--- src/rtl/gpr_mp_pkg.sv ---
// gpr_mp_pkg: shared CPU defaults for the multi-ported register file.
package gpr_mp_pkg;
  localparam int DW_DEF = 32;
  localparam int AW_DEF = 5;
  localparam int NRD_DEF = 2;
  localparam int ZERO_REG = 0;
endpackage

--- src/rtl/gpr_scoreboard.sv ---
// gpr_scoreboard: per-register busy bits; an issue beats a retiring write to the same register.
module gpr_scoreboard import gpr_mp_pkg::*; #(
  parameter int AW = AW_DEF
) (
  input  logic            clk,
  input  logic            rst,
  input  logic            iss_en,
  input  logic [AW-1:0]   iss_rd,
  input  logic            we0,
  input  logic [AW-1:0]   wa0,
  input  logic            we1,
  input  logic [AW-1:0]   wa1,
  output logic [2**AW-1:0] busy_vec
);
  logic [2**AW-1:0] busy_q, busy_d;
  always_comb begin
    busy_d = busy_q;
    for (int i = 1; i < 2**AW; i++) begin
      if ((we0 && wa0 == AW'(i)) || (we1 && wa1 == AW'(i))) busy_d[i] = 1'b0;
      if (iss_en && iss_rd == AW'(i)) busy_d[i] = 1'b1;
    end
    busy_d[ZERO_REG] = 1'b0;
  end
  always_ff @(posedge clk) begin
    if (rst) busy_q <= '0;
    else busy_q <= busy_d;
  end
  assign busy_vec = busy_q;
endmodule

--- src/rtl/gpr_mp.sv ---
// gpr_mp: register file with two write ports, NRD combinational read ports and optional forwarding.
module gpr_mp import gpr_mp_pkg::*; #(
  parameter int DW = DW_DEF,
  parameter int AW = AW_DEF,
  parameter int NRD = NRD_DEF,
  parameter int BYPASS = 1
) (
  input  logic              clk,
  input  logic              rst,
  input  logic [NRD*AW-1:0] ra,
  output logic [NRD*DW-1:0] rdata,
  output logic [NRD-1:0]    rbusy,
  input  logic              we0,
  input  logic [AW-1:0]     wa0,
  input  logic [DW-1:0]     wd0,
  input  logic              we1,
  input  logic [AW-1:0]     wa1,
  input  logic [DW-1:0]     wd1,
  input  logic              iss_en,
  input  logic [AW-1:0]     iss_rd,
  output logic [2**AW-1:0]  busy_vec
);
  logic [DW-1:0] mem_q [2**AW];
  logic wr0, wr1;
  assign wr0 = we0 && wa0 != AW'(ZERO_REG);
  assign wr1 = we1 && wa1 != AW'(ZERO_REG);
  // Port 1 is written last so it wins a same-address conflict.
  always_ff @(posedge clk) begin
    if (rst) begin
      for (int i = 0; i < 2**AW; i++) mem_q[i] <= '0;
    end else begin
      if (wr0) mem_q[wa0] <= wd0;
      if (wr1) mem_q[wa1] <= wd1;
    end
  end
  gpr_scoreboard #(.AW(AW)) u_sb (
    .clk(clk), .rst(rst), .iss_en(iss_en), .iss_rd(iss_rd),
    .we0(we0), .wa0(wa0), .we1(we1), .wa1(wa1), .busy_vec(busy_vec)
  );
  for (genvar p = 0; p < NRD; p++) begin : g_rd
    logic [AW-1:0] a;
    assign a = ra[p*AW +: AW];
    assign rdata[p*DW +: DW] = (BYPASS != 0 && wr1 && wa1 == a) ? wd1 :
                               (BYPASS != 0 && wr0 && wa0 == a) ? wd0 :
                               (a == AW'(ZERO_REG)) ? '0 : mem_q[a];
    assign rbusy[p] = busy_vec[a];
  end
endmodule
--- config.mk ---
export PLATFORM = sky130hd
export DESIGN_NAME = gpr_mp
export DESIGN_NICKNAME = d
export VERILOG_FILES = /design/src/rtl/gpr_mp_pkg.sv /design/src/rtl/gpr_scoreboard.sv /design/src/rtl/gpr_mp.sv
export SDC_FILE = /design/constraint.sdc
export NUM_CORES = 2
export LEC_CHECK = 0
export BUFFER_PORTS_ARGS = -buffer_cell sky130_fd_sc_hd__buf_4
export CAP_MARGIN = 40
export CELL_PAD_IN_SITES_DETAIL_PLACEMENT = 1
export CELL_PAD_IN_SITES_GLOBAL_PLACEMENT = 2
export CORE_ASPECT_RATIO = 1.75
export CORE_MARGIN = 10
export CORE_UTILIZATION = 45
export CTS_CLUSTER_SIZE = 16
export DETAILED_ROUTE_END_ITERATION = 8
export GPL_TIMING_DRIVEN = 0
export PLACE_DENSITY = 0.88
export SYNTH_ARGS = -nofsm -noshare
export SYNTH_HDL_FRONTEND = slang
export SYNTH_SLANG_ARGS = --single-unit
--- constraint.sdc ---
create_clock -name clk -period 4.4 [get_ports clk]
set_input_delay 0.44 -clock clk [delete_from_list [all_inputs] [get_ports clk]]
set_output_delay 0.44 -clock clk [all_outputs]
set_load 0.01 [all_outputs]
# Word-level counts from Yosys, hierarchy flattened
# Memory sizes are Yosys's and may differ from the RTL's.
# Cells that the tools add are included.
[totals]
register_bits = 32
mem_bits_rw = 1024
input_bits = 94
output_inout_bits = 98
wordCells = 385
mem_count = 1
[classes]
order_cmp = 2
eq_ne = 97
n_mux = 86
n_reduce_logical = 167
[memory_table]
columns = ["name", "depth", "width", "rd", "rd_clocked_by_memory_dff", "wr", "line", "source"]
rows = [
  ["mem_q", 32, 32, 2, 0, 32, "gpr_mp.sv:23", "logic [DW-1:0] mem_q [2**AW];"],
]
[op_table]
columns = ["cell", "count"]
rows = [
  ["2-to-1 mux 32 bit", 8],
  ["equality test 5 bit (second input constant)", 48],
  ["equality test 5 x 4 -> 1 bit (second input constant)", 24],
  ["logical AND 1 bit", 99],
  ["2-to-1 mux 1 bit", 74],
  ["OR reduction 32 bit", 2],
  ["nonzero test 2 bit", 31],
  ["equality test 5 x 3 -> 1 bit (second input constant)", 12],
  ["logical OR 1 bit", 31],
  ["equality test 5 x 2 -> 1 bit (second input constant)", 6],
  ["equality test 5 bit", 4],
  ["equality test 5 x 1 -> 1 bit (second input constant)", 3],
  ["< comparator 5 x 6 -> 1 bit (second input constant)", 2],
  ["binary-select mux 1 bit (select 5 bit)", 2],
  ["zero test 5 bit", 2],
  ["2-to-1 mux 5 bit", 2],
  ["nonzero test 5 bit", 2],
]

# Depth between registers and ports, before layout
[depth]
word_depth = 7
depth_mapped = 10
depth_no_buf = 5

# Cells and area by module
# From an unflattened synthesis, not the netlist that was laid out.
[unflattened]
cells_unflattened = 4637
area_unflattened_um2 = 62824.0
[by_module_without_submodules]
columns = ["module", "n_inst", "cells_per_inst", "area_per_inst_um2", "seq_area_each_um2"]
rows = [
  ["gpr_mp", 1, 4458, 61232.5, 30749.5],
  ["gpr_scoreboard", 1, 179, 1591.5, 620.6],
]

# Worst setup path before layout
# Ideal clock, no wire load.
[synth_path]
path_kind = "input port to flip-flop"
start = "in wa0[2]"
end = "mem mem_q[12][0] in the netlist's numbering (enable)"
setup_ps = 436
arrival_time_ps = 3049
required_time_ps = 3964
slack_ps = 915
stages = 6
n_path_buf = 2
cell_sequence = "clkbuf_1 -> or2_1 -> clkbuf_1 -> o21a_1 -> nand2_1 -> o221ai_1"
[synth_lines]
columns = ["element", "line", "source"]
rows = [
  ["start, declared", "gpr_mp.sv:14", "input logic [AW-1:0] wa0,"],
  ["end, declared", "gpr_mp.sv:23", ""],
]

# Worst setup path after layout
[layout_path]
start = "in ra[0]"
end = "out rdata[21]"
[layout_between]
elab_chain_cells = 4
word_cells_on_any_way = 9
classes_between = "eq/ne: 2; mux: 3; reduce/logical: 3; memory: 1"
[layout_lines]
columns = ["element", "line", "source"]
rows = [
  ["start, declared", "gpr_mp.sv:10", "input logic [NRD*AW-1:0] ra,"],
  ["memory read (32 x 32 bit), or another cell as far along", "--", ""],
  ["2-to-1 mux 32 bit or logical AND 1 bit (tied branches)", "gpr_mp.sv:45, gpr_mp.sv:44", ""],
  ["2-to-1 mux 32 bit", "gpr_mp.sv:44", "(BYPASS != 0 && wr0 && wa0 == a) ? wd0 :"],
  ["2-to-1 mux 32 bit (*)", "gpr_mp.sv:43", "assign rdata[p*DW +: DW] = (BYPASS != 0 && wr1 && wa1 == a) ? wd1 :"],
  ["end, declared", "gpr_mp.sv:11", "output logic [NRD*DW-1:0] rdata,"],
]
# Every way passes the cells marked *; elsewhere a longest branch is shown, timed or not.

==> impl_metrics.py <==
metrics = {
    "status": {
        "outcome": "finished, violations left",
        "violations": "negative setup slack",
    },
    "logic_synthesis": {
        "synth.top_cell.area_share_pct": 48.8,
        "postSynthCellCount": 4803,
        "synthFlopType": "edfxtp_1",
        "async_flop_share_pct": 0,
        "synth-seq-cells": 1055,
        "syn_avg_cell_area_um2": 13.1,
        "seq_area_frac_synth_pct": 49.8,
        "synth-edff-count": 1024,
        "syn_area_um2": 63000,
        "yosys_warnings": 0,
        "ys_types": 52,
        "synth_largest_area_cell": "edfxtp_1",
        "synth.area.top_cells": "edfxtp_1 (49%), mux4_2 (21%), a22o_1 (8.9%)",
    },
    "sta": {
        "finalSetupViolCount": 17,
        "timing.fmax_mhz": 213,
        "relSlewSlack_pct": 28.9,
        "hold_viol": 0,
        "worst_slew_pin_slew_ns": 1.07,
        "layout_setup_ws_ns": -0.284,
        "finalCritPeriodShare_pct": 106,
        "timing.final.crit_period_ns": 4.68,
        "fin_skew_ns": 0,
        "slew_viol_final": 0,
    },
    "cells_and_area": {
        "design_area_um2": 72000,
        "area_growth_pct": 14.4,
        "drive_gt1_share_pct": 24.3,
        "fin_nets": 5282,
        "n_fill_cell": 14000,
    },
    "job": {
        "cap_violations": 0,
    },
    "critical_path": {
        "cp_top_family": "buffers and inverters",
        "crit_top_cell": "buf_4",
        "cp-start-kind": "input pin",
        "critPathBufInv": 6,
        "worst-path-max-fanout": 10,
        "crit_path_cell_trace": "buf_4 > buf_2 > buf_4 > xnor2_1 > nand2_1 > nor3_1 > clkbuf_1 > buf_6 > a21oi_1 > o22ai_1 > buf_4",
        "arrival_ns": 4.24,
        "crit_slowest_cell": "o22ai_1",
        "crit_type": "input pin to output pin",
        "crit_required_ns": 3.96,
        "cp-end-kind": "output pin",
        "slowest_delay_ns": 0.64,
    },
    "placement": {
        "dpl_worst_slack_ns": -0.742,
        "place_congestion": 1.06,
        "dpl.hpwl_mm": 234,
        "io_buffers": 110,
        "place_area_um2": 68400,
    },
    "drt": {
        "wire_per_inst_um": 42.0,
        "vias": 52000,
        "vias_per_cell": 7.32,
        "drcViolationCount": 0,
        "totalWireLength_mm": 298,
        "drtIter0Drc": 7642,
        "first_pass_iters": 8,
        "ant_nets": 0,
    },
    "clocking": {
        "path_clk_slew_ns": 0.07,
        "numCtsBuffers": 97,
        "clockBufferDepth": 3,
        "htreeDepth": 3,
        "cts-root-buf": "clkbuf_16",
        "postCtsSetupBuffers": 0,
        "cts.sinks": 1055,
        "cts_tree": "done",
        "insertion_delay_ns": 0.76,
    },
    "power": {
        "p_leak_uw": 0.0233,
        "power.density_nw_per_um2": 359,
        "peakVddDrop_v": 0.000334,
    },
    "global_route": {
        "gr-total-overflow": 0,
        "grt_pass1_vias": 54400,
        "globalRouteTotalUtil_pct": 37.5,
        "antenna_found_initial": 20,
        "grt_max_degree": 33,
        "grt_pass1_wl_mm": 409,
    },
    "worst_hold_path": {
        "hold_path.class": "input pin to flip-flop",
    },
    "die": {
        "core_area_um2": 139000,
        "start_util_pct": 45.3,
        "dieArea_um2": 156000,
        "rows": 181,
        "die_w_um": 303,
        "io_pins": 192,
        "die_h_um": 515,
    },
}
==> state kept, by name, indices dropped and copies added (netlist names) <==
| register | cells |
|---|---|
| u_sb.busy_vec | 31 |
| mem_q | 1024 |
==> kinds of logic (layout without fill, tap and decap cells) <==
| logic type | Yosys count | in the layout | share of synthesized area [%] |
|---|---|---|---|
| DFF | 1055 | 1055 | 49.8 |
| AOI/OAI and AO/OA | 1235 | 1235 | 14.6 |
| buffers and inverters | 729 | 1160 | 4.73 |
| other | 1 | 38 | 0.00596 |
| and+or+nand+nor | 1004 | 1004 | 6.57 |
| xor gates and xnor gates | 20 | 20 | 0.278 |
| muxes | 759 | 759 | 24.0 |
==> worst reg2reg max path: cells and delay by family (launching register included) <==
kind / cells / cell delay, ns
AO/OA/AOI/OAI: 2 / 0.49
flip-flops: 1 / 0.54
==> layout make-up <==
cell class,count,area [um^2],area share (%)
Sequential cell,1055,31400,43.6
Multi-Input combinational cell,3051,29100,40.4
Buffer,720,3010,4.18
Timing Repair Buffer,254,2850,3.95
Clock buffer,112,2530,3.51
Tap cell,1830,2290,3.18
Clock inverter,65,815,1.13
Inverter,9,33.8,0.0469
Antenna cell,5,12.5,0.0174
==> path summary, 6_finish.rpt <==
kind,from,end,slack (ns),depth (start not counted)
setup / recovery,ra[0],rdata[21],-0.28,11
hold / removal,iss_rd[1],u_sb.busy_vec[19],0.005,3
setup reg to reg,u_sb.busy_vec[29],u_sb.busy_vec[29],3.31,2
hold reg to reg,u_sb.busy_vec[23],u_sb.busy_vec[23],0.53,2
==> per-layer routing <==
metal / wire length, um / up-vias / share of wire [%] / GRT usage, %
met5: 235 / - / 0.079 / 0.689
met4: 31900 / 16 / 11 / 32.3
met3: 33900 / 1309 / 11 / 11.5
met2: 139000 / 4226 / 47 / 60.4
met1: 92600 / 26500 / 31 / 39.7
li1: - / 19900 / - / -
==> cells in the final DEF (no fill, tap or decap), drive strengths merged, types with 28 or more instances in the layout <==
cell / Yosys / routed
a21oi: 46 / 46
a221o: 61 / 61
a22o: 640 / 640
and3: 28 / 28
buf: 165 / 410
clkbuf: 555 / 672
clkinv: 0 / 32
conb: 1 / 33
dfxtp: 31 / 31
edfxtp: 1024 / 1024
mux2: 96 / 96
mux2i: 72 / 72
mux4: 591 / 591
nand2: 748 / 748
nor2: 106 / 106
o21ai: 359 / 359
o221ai: 29 / 29
o22ai: 62 / 62
==> metrics by stage <==
step | hold WS, ns | utilization (%) | cells | total power, uW | setup TNS [ns]
2_1_floorplan | 0.494 | - | 4835 | 14400 | 0
3_3_place_gp | 0.502 | 47.6 | 6775 | 16000 | -899.96
3_5_place_dp | 0.516 | 49.2 | 6907 | 16400 | -20.30
4_1_cts | 0.00855 | 51.7 | 7086 | 25600 | 0
5_1_grt | 0.0189 | 51.8 | 7099 | 26200 | -0.0199
6_report | 0.00465 | 51.8 | 7101 | 25900 | -1.65
==> synth_stat cells (all sizes together), types with 4 or more instances <==
library cell,number
nand2,748
and3,28
nand3,18
a31oi,5
a22oi,10
o32ai,4
nand2b,7
and2,4
dfxtp,31
a21oi,46
o221ai,29
a221o,61
clkbuf,555
buf,165
nor4,9
mux4,591
o21ai,359
nor2,106
a22o,640
or3,15
edfxtp,1024
nor2b,17
mux2i,72
nand4,11
inv,9
o22ai,62
a32oi,12
nor3,27
mux2,96
xnor2,17
==> report_power, final <==
group / leakage, uW / total [uW] / internal (uW) / switching (uW)
sequential: 0.0100 / 12000 / 11600 / 366
clock: 0.00161 / 9470 / 5150 / 4320
combinational: 0.0117 / 4440 / 1760 / 2680
total: 0.0233 / 25900 / 18500 / 7360
==> timing repair <==
| item | in CTS | in global routing |
|---|---|---|
| hold buffers | 2 | 0 |
| setup endpoints to repair | 62 | 40 |
| pin swaps | 0 | 0 |
| gates resized for setup | 23 | 21 |
| hold endpoints to repair | 2 | 0 |
Power figures use the tool's default switching activity.
